**config.mk**
```make
export PLATFORM = sky130hd
export DESIGN_NAME = posit_round_pipe
export DESIGN_NICKNAME = d
export VERILOG_FILES = /design/src/rtl/posit_pkg.sv /design/src/rtl/posit_regime_enc.sv /design/src/rtl/posit_round_pipe.sv
export SDC_FILE = /design/constraint.sdc
export NUM_CORES = 1
export LEC_CHECK = 0
export BUFFER_PORTS_ARGS = -buffer_cell sky130_fd_sc_hd__buf_2
export CAP_MARGIN = 20
export CORE_UTILIZATION = 25
export CTS_CLUSTER_SIZE = 8
export DETAILED_ROUTE_END_ITERATION = 10
export GPL_TIMING_DRIVEN = 0
export PLACE_DENSITY = 0.45
export SLEW_MARGIN = 10
export SYNTH_ARGS = -nofsm -noshare
export SYNTH_HDL_FRONTEND = slang
export SYNTH_SLANG_ARGS = --single-unit
```
**constraint.sdc**
```tcl
create_clock -name clk -period 9 [get_ports clk]
set_input_delay 0.9 -clock clk [delete_from_list [all_inputs] [get_ports clk]]
set_output_delay 0.9 -clock clk [all_outputs]
set_load 0.03 [all_outputs]
```
**src/rtl/posit_pkg.sv**
```systemverilog
// Shared types and constants for the posit rounding pipeline.
package posit_pkg;

   // Rounding mode as carried on in_mode.
   typedef enum logic {
      RND_RNE = 1'b0,  // round to nearest, ties to even
      RND_RTZ = 1'b1   // truncate toward zero
   } rnd_mode_e;

   // Largest positive posit of width n: 0 followed by n-1 ones.
   function automatic logic [63:0] posit_maxpos(input int n);
      return (64'd1 << (n - 1)) - 64'd1;
   endfunction

   // Smallest positive posit of any width: only the LSB set.
   function automatic logic [63:0] posit_minpos(input int n);
      return (n > 0) ? 64'd1 : 64'd0;
   endfunction

   // Not-a-Real: 1 followed by n-1 zeros.
   function automatic logic [63:0] posit_nar(input int n);
      return 64'd1 << (n - 1);
   endfunction

endpackage

```
**src/rtl/posit_regime_enc.sv**
```systemverilog
// Builds the unrounded posit body {regime, exponent, fraction} from an
// already clamped regime value. The body is left-aligned so the top N-1
// bits are the kept magnitude and everything below feeds guard/sticky.
module posit_regime_enc
   import posit_pkg::*;
#(
   parameter int N  = 32,
   parameter int ES = 2,
   parameter int RS = $clog2(N),
   parameter int FW = N
) (
   input  logic signed [RS+2:0]   k,
   input  logic [ES-1:0]          exp_fld,
   input  logic [FW-1:0]          frac,
   output logic [N+ES+FW-1:0]     field
);

   localparam int BW = N + ES + FW;

   logic          k_neg;
   logic [RS+2:0] run;
   logic [BW-1:0] tail;
   logic [BW-1:0] lead;

   // Regime run of identical bits, then the opposite terminator, then exp and frac.
   always_comb begin
      k_neg = k[RS+2];
      run   = k_neg ? (RS+3)'(-k) : (RS+3)'(k + 1);
      // The terminator is the complement of the run bit; a full-width run
      // pushes it into the guard position, which drops it from the word.
      tail  = {k_neg, exp_fld, frac, {(N-1){1'b0}}};
      lead  = k_neg ? '0 : ~({BW{1'b1}} >> run);
      field = lead | (tail >> run);
   end

endmodule

```
**src/rtl/posit_round_pipe.sv**
```systemverilog
// Two-stage posit encoder/rounder with valid/ready flow control.
// Stage 1 clamps the regime and lays out the unrounded body; stage 2
// rounds, saturates, applies the sign and handles the special values.
module posit_round_pipe
   import posit_pkg::*;
#(
   parameter int N  = 32,
   parameter int ES = 2,
   parameter int RS = $clog2(N),
   parameter int FW = N
) (
   input  logic                 clk,
   input  logic                 rst_n,
   input  logic                 in_valid,
   output logic                 in_ready,
   input  logic                 in_sign,
   input  logic                 in_zero,
   input  logic                 in_nar,
   input  logic signed [RS+2:0] in_k,
   input  logic [ES-1:0]        in_exp,
   input  logic [FW-1:0]        in_frac,
   input  logic                 in_sticky,
   input  logic                 in_mode,
   output logic                 out_valid,
   input  logic                 out_ready,
   output logic [N-1:0]         out_posit,
   output logic                 out_inexact
);

   localparam int            BW     = N + ES + FW;
   localparam int            KMAX   = N - 2;
   localparam logic [N-1:0]  MAXPOS = N'(posit_maxpos(N));
   localparam logic [N-1:0]  MINPOS = N'(posit_minpos(N));
   localparam logic [N-1:0]  NAR    = N'(posit_nar(N));

   // Nearest-even bumps on a guard bit that is not an exact tie to an even LSB.
   function automatic logic rnd_inc(input logic lsb, input logic grd,
                                    input logic stk, input logic mode);
      return (rnd_mode_e'(mode) == RND_RNE) && grd && (lsb || stk);
   endfunction

   // A nonzero magnitude never becomes NaR or zero after rounding.
   function automatic logic [N-1:0] sat_mag(input logic [N-1:0] sum);
      if (sum == NAR)
         return MAXPOS;
      if (sum == '0)
         return MINPOS;
      return sum;
   endfunction

   logic vld_p1, vld_p2;
   logic s1_load, s2_load;

   assign s2_load   = !vld_p2 || out_ready;
   assign s1_load   = !vld_p1 || s2_load;
   assign in_ready  = s1_load;
   assign out_valid = vld_p2;

   // ---------------- stage 1: clamp and lay out ----------------
   logic signed [RS+2:0] k_clamped;
   logic                 clamp_hi, clamp_lo;
   logic [BW-1:0]        field;

   // Out-of-range regimes are flagged and replaced by an in-range value.
   always_comb begin
      clamp_hi  = 1'b0;
      clamp_lo  = 1'b0;
      k_clamped = in_k;
      if (in_k > KMAX) begin
         clamp_hi  = 1'b1;
         k_clamped = (RS+3)'(KMAX);
      end else if (in_k < -KMAX) begin
         clamp_lo  = 1'b1;
         k_clamped = (RS+3)'(-KMAX);
      end
   end

   posit_regime_enc #(
      .N  (N),
      .ES (ES),
      .RS (RS),
      .FW (FW)
   ) u_regime_enc (
      .k       (k_clamped),
      .exp_fld (in_exp),
      .frac    (in_frac),
      .field   (field)
   );

   logic [BW-1:0] field_p1;
   logic          sticky_p1, sign_p1, zero_p1, nar_p1, mode_p1;
   logic          cmax_p1, cmin_p1;

   // Stage 1 occupancy.
   always_ff @(posedge clk or negedge rst_n) begin
      if (!rst_n)
         vld_p1 <= 1'b0;
      else if (s1_load)
         vld_p1 <= in_valid;
   end

   // Stage 1 payload, captured whenever the stage is free to take a new operand.
   always_ff @(posedge clk) begin
      if (s1_load) begin
         field_p1  <= field;
         sticky_p1 <= in_sticky;
         sign_p1   <= in_sign;
         zero_p1   <= in_zero;
         nar_p1    <= in_nar;
         mode_p1   <= in_mode;
         cmax_p1   <= clamp_hi;
         cmin_p1   <= clamp_lo;
      end
   end

   // ---------------- stage 2: round, saturate, sign ----------------
   logic [N-2:0] kept;
   logic         grd, stk;
   logic [N-1:0] mag;
   logic [N-1:0] res_posit;
   logic         res_inexact;

   // Extract L/G/S from the body, round the magnitude and resolve specials.
   always_comb begin
      kept        = field_p1[BW-1 -: N-1];
      grd         = field_p1[BW-N];
      stk         = (|field_p1[BW-N-1:0]) | sticky_p1;
      mag         = sat_mag({1'b0, kept} + N'(rnd_inc(kept[0], grd, stk, mode_p1)));
      res_inexact = grd | stk;
      if (cmax_p1) begin
         mag         = MAXPOS;
         res_inexact = 1'b1;
      end else if (cmin_p1) begin
         mag         = MINPOS;
         res_inexact = 1'b1;
      end
      res_posit = sign_p1 ? (~mag + N'(1)) : mag;
      if (nar_p1) begin
         res_posit   = NAR;
         res_inexact = 1'b0;
      end else if (zero_p1) begin
         res_posit   = '0;
         res_inexact = 1'b0;
      end
   end

   // Stage 2 occupancy.
   always_ff @(posedge clk or negedge rst_n) begin
      if (!rst_n)
         vld_p2 <= 1'b0;
      else if (s2_load)
         vld_p2 <= vld_p1;
   end

   // Output word; held while the downstream stalls.
   always_ff @(posedge clk or negedge rst_n) begin
      if (!rst_n) begin
         out_posit   <= '0;
         out_inexact <= 1'b0;
      end else if (s2_load && vld_p1) begin
         out_posit   <= res_posit;
         out_inexact <= res_inexact;
      end
   end

endmodule

```
; ---- Word-level counts from Yosys, hierarchy flattened
; Index checks and enable logic that the tools add are counted.
; Widths: inputs -> output; s select.
[word_totals]
elab_cells = 59
input_bits = 51
register_bits = 108
out_inout_bits = 35
[op_classes]
add_sub_neg = 4
n_reduce_logical = 10
n_eq_ne = 1
n_bitwise = 6
shifts = 2
n_lt_le_gt_ge = 2
muxes = 22
[op_table]
columns = operator, n
row1 = $mux 32, 9
row2 = $mux 66, 1
row3 = $not 66->66, 1
row4 = $or 66x66->66, 1
row5 = $shr 66x8->66, 1
row6 = $shr 66x8->66 const A, 1
row7 = $reduce_or 34->1, 1
row8 = $add 31x1->32, 1
row9 = $add 32x1->32 const B, 1
row10 = $eq 32x32->1 const B, 1
row11 = $logic_not 32->1, 1
row12 = $not 32->32, 1
row13 = $mux 8, 3
row14 = $mux 1, 9
row15 = $add 8x2->8 const B, 1
row16 = $gt 8x6->1 const B, 1
row17 = $lt 8x6->1 const B, 1
row18 = $neg 8->8, 1
row19 = $logic_and 1x1->1, 3
row20 = $logic_or 1x1->1, 3
row21 = $logic_not 1->1, 2
row22 = $or 1x1->1, 2
row23 = $not 1->1, 1

; ---- Depth between registers and ports, before layout
[logic_depth]
word_depth = 17
depth_mapped = 23
depth_no_buf = 19

; ---- Modules after synthesis
; A second synthesis with hierarchy kept.
[hier_totals]
hier_cells = 1246
hier_area_um2 = 10505.1
[by_module_without_submodules]
columns = module, n_inst, cells_each, seq_area_each_um2, area_each_um2
row1 = posit_round_pipe, 1, 664, 3067.9, 6458.7
row2 = posit_regime_enc, 1, 582, 0.0, 4046.4

; ---- Least setup slack after synthesis
; OpenSTA, ideal clock, no wires.
[synth_timing]
path_type = input-to-reg
from = input port in_k[4]
to = register field_p1[15] (data pin)
n_path_buf = 6
setup_ns = 0.269
path_slack_ns = 3.363
required_ns = 8.731
arrival_ns = 5.367
cell_stages = 21
path_cell_list = nor3_1 > inv_1 > o2111ai_1 > ha_1 > clkbuf_1 > inv_1 > nand2_1 > inv_1 > clkbuf_1 > clkbuf_1 > ha_1 > clkbuf_1 > buf_1 > clkbuf_1 > mux2i_1 > mux2i_1 > mux2_2 > mux2i_1 > o22ai_1 > a221oi_1 > o21ai_0
[synth_between]
elab_chain_len = 9
word_cells_on_any_way = 12
cone_classes = add/sub: 2 / order compare: 2 / shift: 2 / mux: 4 / bitwise: 2
[synth_lines]
columns = item, line
row1 = from (decl), posit_round_pipe.sv:19  ; input logic signed [RS+2:0] in_k,
row2 = $lt 8x6->1, posit_round_pipe.sv:72  ; end else if (in_k < -KMAX) begin
row3 = $mux 8, posit_round_pipe.sv:72
row4 = $mux 8 (*), posit_round_pipe.sv:69  ; if (in_k > KMAX) begin
row5 = $add 8x2->8 / $neg 8->8 (equally long branches), posit_regime_enc.sv:28  ; run = k_neg ? (RS+3)'(-k) : (RS+3)'(k + 1);
row6 = $mux 8, posit_regime_enc.sv:28
row7 = $shr 66x8->66, posit_regime_enc.sv:32  ; lead = k_neg ? '0 : ~({BW{1'b1}} >> run);
row8 = $not 66->66, posit_regime_enc.sv:32
row9 = $mux 66, posit_regime_enc.sv:32
row10 = $or 66x66->66 (*), posit_regime_enc.sv:33  ; field = lead | (tail >> run);
row11 = via field[15], posit_round_pipe.sv:62  ; logic [BW-1:0] field;
row12 = to (signal assigned), posit_round_pipe.sv:105  ; field_p1 <= field;
row13 = to (decl), posit_round_pipe.sv:90  ; logic [BW-1:0] field_p1;
; The timed path passes the listed nets; every way through them passes the cells marked *.
; A chain may end at the register's enable or synchronous reset.

; ---- Worst setup path after layout
[layout_timing]
from = input port in_k[2]
to = register field_p1[35] (data pin)
; Same word-level chain as after synthesis.

==> qor.yml <==
post_cts_buffers: 0
synth_seq_cells: 108
holdWs_ps: 480
synth_top_cell_area_share_pct: 22.0
timing.rr.start: "mode_p1$_DFFE_PP_"
ant_nets: 0
drc: 0
worstHoldEndpoint: "out_posit[10]$_DFFE_PN0P_"
layout.nets: 1381
drive_above_1_share_pct: 12.6
synth-edff-count: 73
met1_length_mm: 17.9
largest_reg_flops: 66
diodes: 0
cp_common_cell: "clkbuf_1"
core_mm2: 0.0389
grt_use_total_pct: 20.6
synthCells: 1223
slew_headroom_pct: 28.3
rsz0062_at_grt: "no"
vias: 10500
worstPathRequired_ps: 9040
critPathKind: "in2reg"
wl_met2_mm: 20.0
synthArstFlopShare_pct: 32.4
fin_cells: 1847
r2r_setup_slack_ps: 3020
leakage_nw: 4.20
seq_area_frac_synth_pct: 30.8
cp_top_family: "buffers and inverters"
drtPass1Iterations: 6
insertion_delay_ps: 370
setup_violations: 0
synth_area_leaders: "edfxtp_1 (22%), mux2i_1 (11%), dfrtp_1 (8.8%), o21ai_0 (4.6%), nand2_1 (4.4%)"
slowest_delay_ps: 800
grt_pass1_wl_mm: 63.9
tightest_slew_ps: 1070
start_kind: "primary input"
hold_violations: 0
top_register: "field_p1"
syn_area_mm2: 0.00996
peakVddDrop_uv: 81.4
hold_path_class: "reg2reg"
syn_to_final_growth_pct: 14.7
ys.flop_type: "edfxtp_1"
io_buffers: 85
r2r-end: "out_posit[20]$_DFFE_PN0P_"
fin_crit_sh_pct: 83.0
fin_skew_ps: 18.0
drt-total-wl_mm: 42.5
power.total_w: 0.00212
powerDensity_mw_per_mm2: 186
hold_buffers: 0
cp_slowest_cell: "mux2i_1"
setup_ws_ps: 1530
crit_arrival_ps: 7510
initial_utilization_pct: 25.6
dieWidth_um: 202
grt-ovfl-total: 0
avgRoutedWirePerCell_um: 23.0
ios: 86
crit_path_end_kind: "flip-flop"
num-fill-cells: 4274
antenna_found_initial: 0
crit_chain: "buf_2 > and3_1 > a311oi_1 > or2_2 > clkbuf_1 > nand2_1 > inv_1 > clkbuf_1 > clkbuf_1 > ha_1 > clkbuf_1 > buf_1 > mux2i_1 > mux2i_1 > mux2_2 > mux2i_1 > nor2_1 > o21ai_0 > o221ai_1"
cts_tree: "built"
path_max_fanout: 10
topRoutingLayerUsed: "met4"
first_global_vias: 10000
gp_congestion: 0.992
die-area_mm2: 0.0406
maxSlewViolCount: 0
syn_area_per_cell_um2: 8.14
run_status: "completed"
first_iter_violations: 798
tns_ps: 0
viasPerCell: 5.66
dp.cells: 1831
h-tree-depth: 3
syn_nets: 1280
worst-path-buf-inv: 7
hold_depth: 2
dpl.hpwl_mm: 33.5
synth_top_area_cell: "edfxtp_1"
hp-start: "out_posit[10]$_DFFE_PN0P_"
grt_max_degree: 36
reg_top3: "field_p1: 66 flops, out_posit: 32 flops"
cts_buffer_depth: 2
rows: 72
fin_crit_ps: 7470
post_cts_resized: 0
clock_sinks: 108
cap_viol_max_count: 0
numCtsBuffers: 9
post-place-ws_ps: 1240
yosys_warnings: 0
dr_wl_met3_mm: 2.60
rr_worst_depth: 22
clkTransAtPathRegs_ps: 90
synth_cell_types: 78
root_buffer: "clkbuf_16"
die_h_um: 202
clock.fmax_mhz: 134
## worst min-delay path, cell delays in order (launching register included)
cell	delay, ps
dfrtp_1	350
nand2_1	40
o21ai_0	60
## layer usage
layer  up-vias  GRT usage, %
met3       111          3.05
li1       4876             -
met5         -             0
met4         0          9.31
met2       527          34.7
met1      4949          26.1
## logic make-up (layout without fill, tap and decap cells)
family | Yosys count | count (layout) | synth area share, %
adder cells (fa/ha/maj) | 6 | 6 | 0.754
AO/OA/AOI/OAI | 350 | 350 | 23.0
flip-flops | 108 | 108 | 30.8
multiplexers | 136 | 136 | 14.1
buffers and inverters | 120 | 226 | 4.79
AND/OR/NAND/NOR | 465 | 465 | 23.3
XOR/XNOR | 38 | 38 | 3.34
## cells in the final DEF (no fill, tap or decap), types with 12 or more instances in the layout
cell type | netlist | final
mux2_2 | 29 | 29
a21oi_1 | 77 | 77
nor2_1 | 113 | 113
nor4_1 | 28 | 28
buf_2 | 9 | 94
edfxtp_1 | 73 | 73
o21ai_0 | 91 | 91
o211ai_1 | 14 | 14
or3_1 | 22 | 22
dfrtp_1 | 35 | 35
xnor2_1 | 30 | 30
nand4_1 | 27 | 27
nor3_1 | 32 | 32
clkbuf_1 | 78 | 78
a31oi_1 | 18 | 18
nand2b_1 | 12 | 12
mux2i_1 | 106 | 106
inv_1 | 19 | 19
nand2_1 | 117 | 117
o22ai_1 | 21 | 21
nand3_1 | 51 | 51
and3_1 | 14 | 14
## area by class of cell
cell class / count / area [um^2] / area share, %
repair buffers: 90 / 500 / 4.38
well taps: 518 / 648 / 5.68
multi-input cells: 995 / 6410 / 56.2
inverters: 20 / 75.1 / 0.658
plain buffers: 100 / 402 / 3.52
clock inverters: 7 / 86.3 / 0.756
flip-flops and latches: 108 / 3070 / 26.9
clock buffers: 9 / 225 / 1.97
## power breakdown
| part | leakage [nW] | internal [W] | switching [W] |
|---|---|---|---|
| Sequential | 1.19 | 0.000643 | 0.0000518 |
| Combinational | 2.86 | 0.000313 | 0.000693 |
| Clock | 0.151 | 0.000201 | 0.000216 |
## worst max-delay path by stage
stage | from | endpoint | cells past startpoint
floorplan | in_k[4] | field_p1[15]$_DFFE_PP_ | 21
global placement | in_k[2] | field_p1[15]$_DFFE_PP_ | 20
detailed placement | in_k[2] | field_p1[15]$_DFFE_PP_ | 20
CTS | in_k[2] | field_p1[15]$_DFFE_PP_ | 20
global route | in_k[4] | field_p1[4]$_DFFE_PP_ | 22
finish | in_k[2] | field_p1[35]$_DFFE_PP_ | 19
## metrics by stage
stage / area, um^2 / utilization [%]
floorplan: 9960 / -
finish: 11400 / 29.3
detailed placement: 11100 / 28.5
CTS: 11400 / 29.3
global route: 11400 / 29.3
global placement: 11000 / 28.3
## Yosys cell counts (14+ instances only)
master    count
o211ai_1     14
nand4_1      27
mux2_2       29
and3_1       14
nor4_1       28
a31oi_1      18
o21ai_0      91
mux2i_1     106
nand2_1     117
clkbuf_1     78
nor2_1      113
xnor2_1      30
nor3_1       32
dfrtp_1      35
o22ai_1      21
nand3_1      51
or3_1        22
edfxtp_1     73
a21oi_1      77
inv_1        19
(Power assumes the default switching activity.)
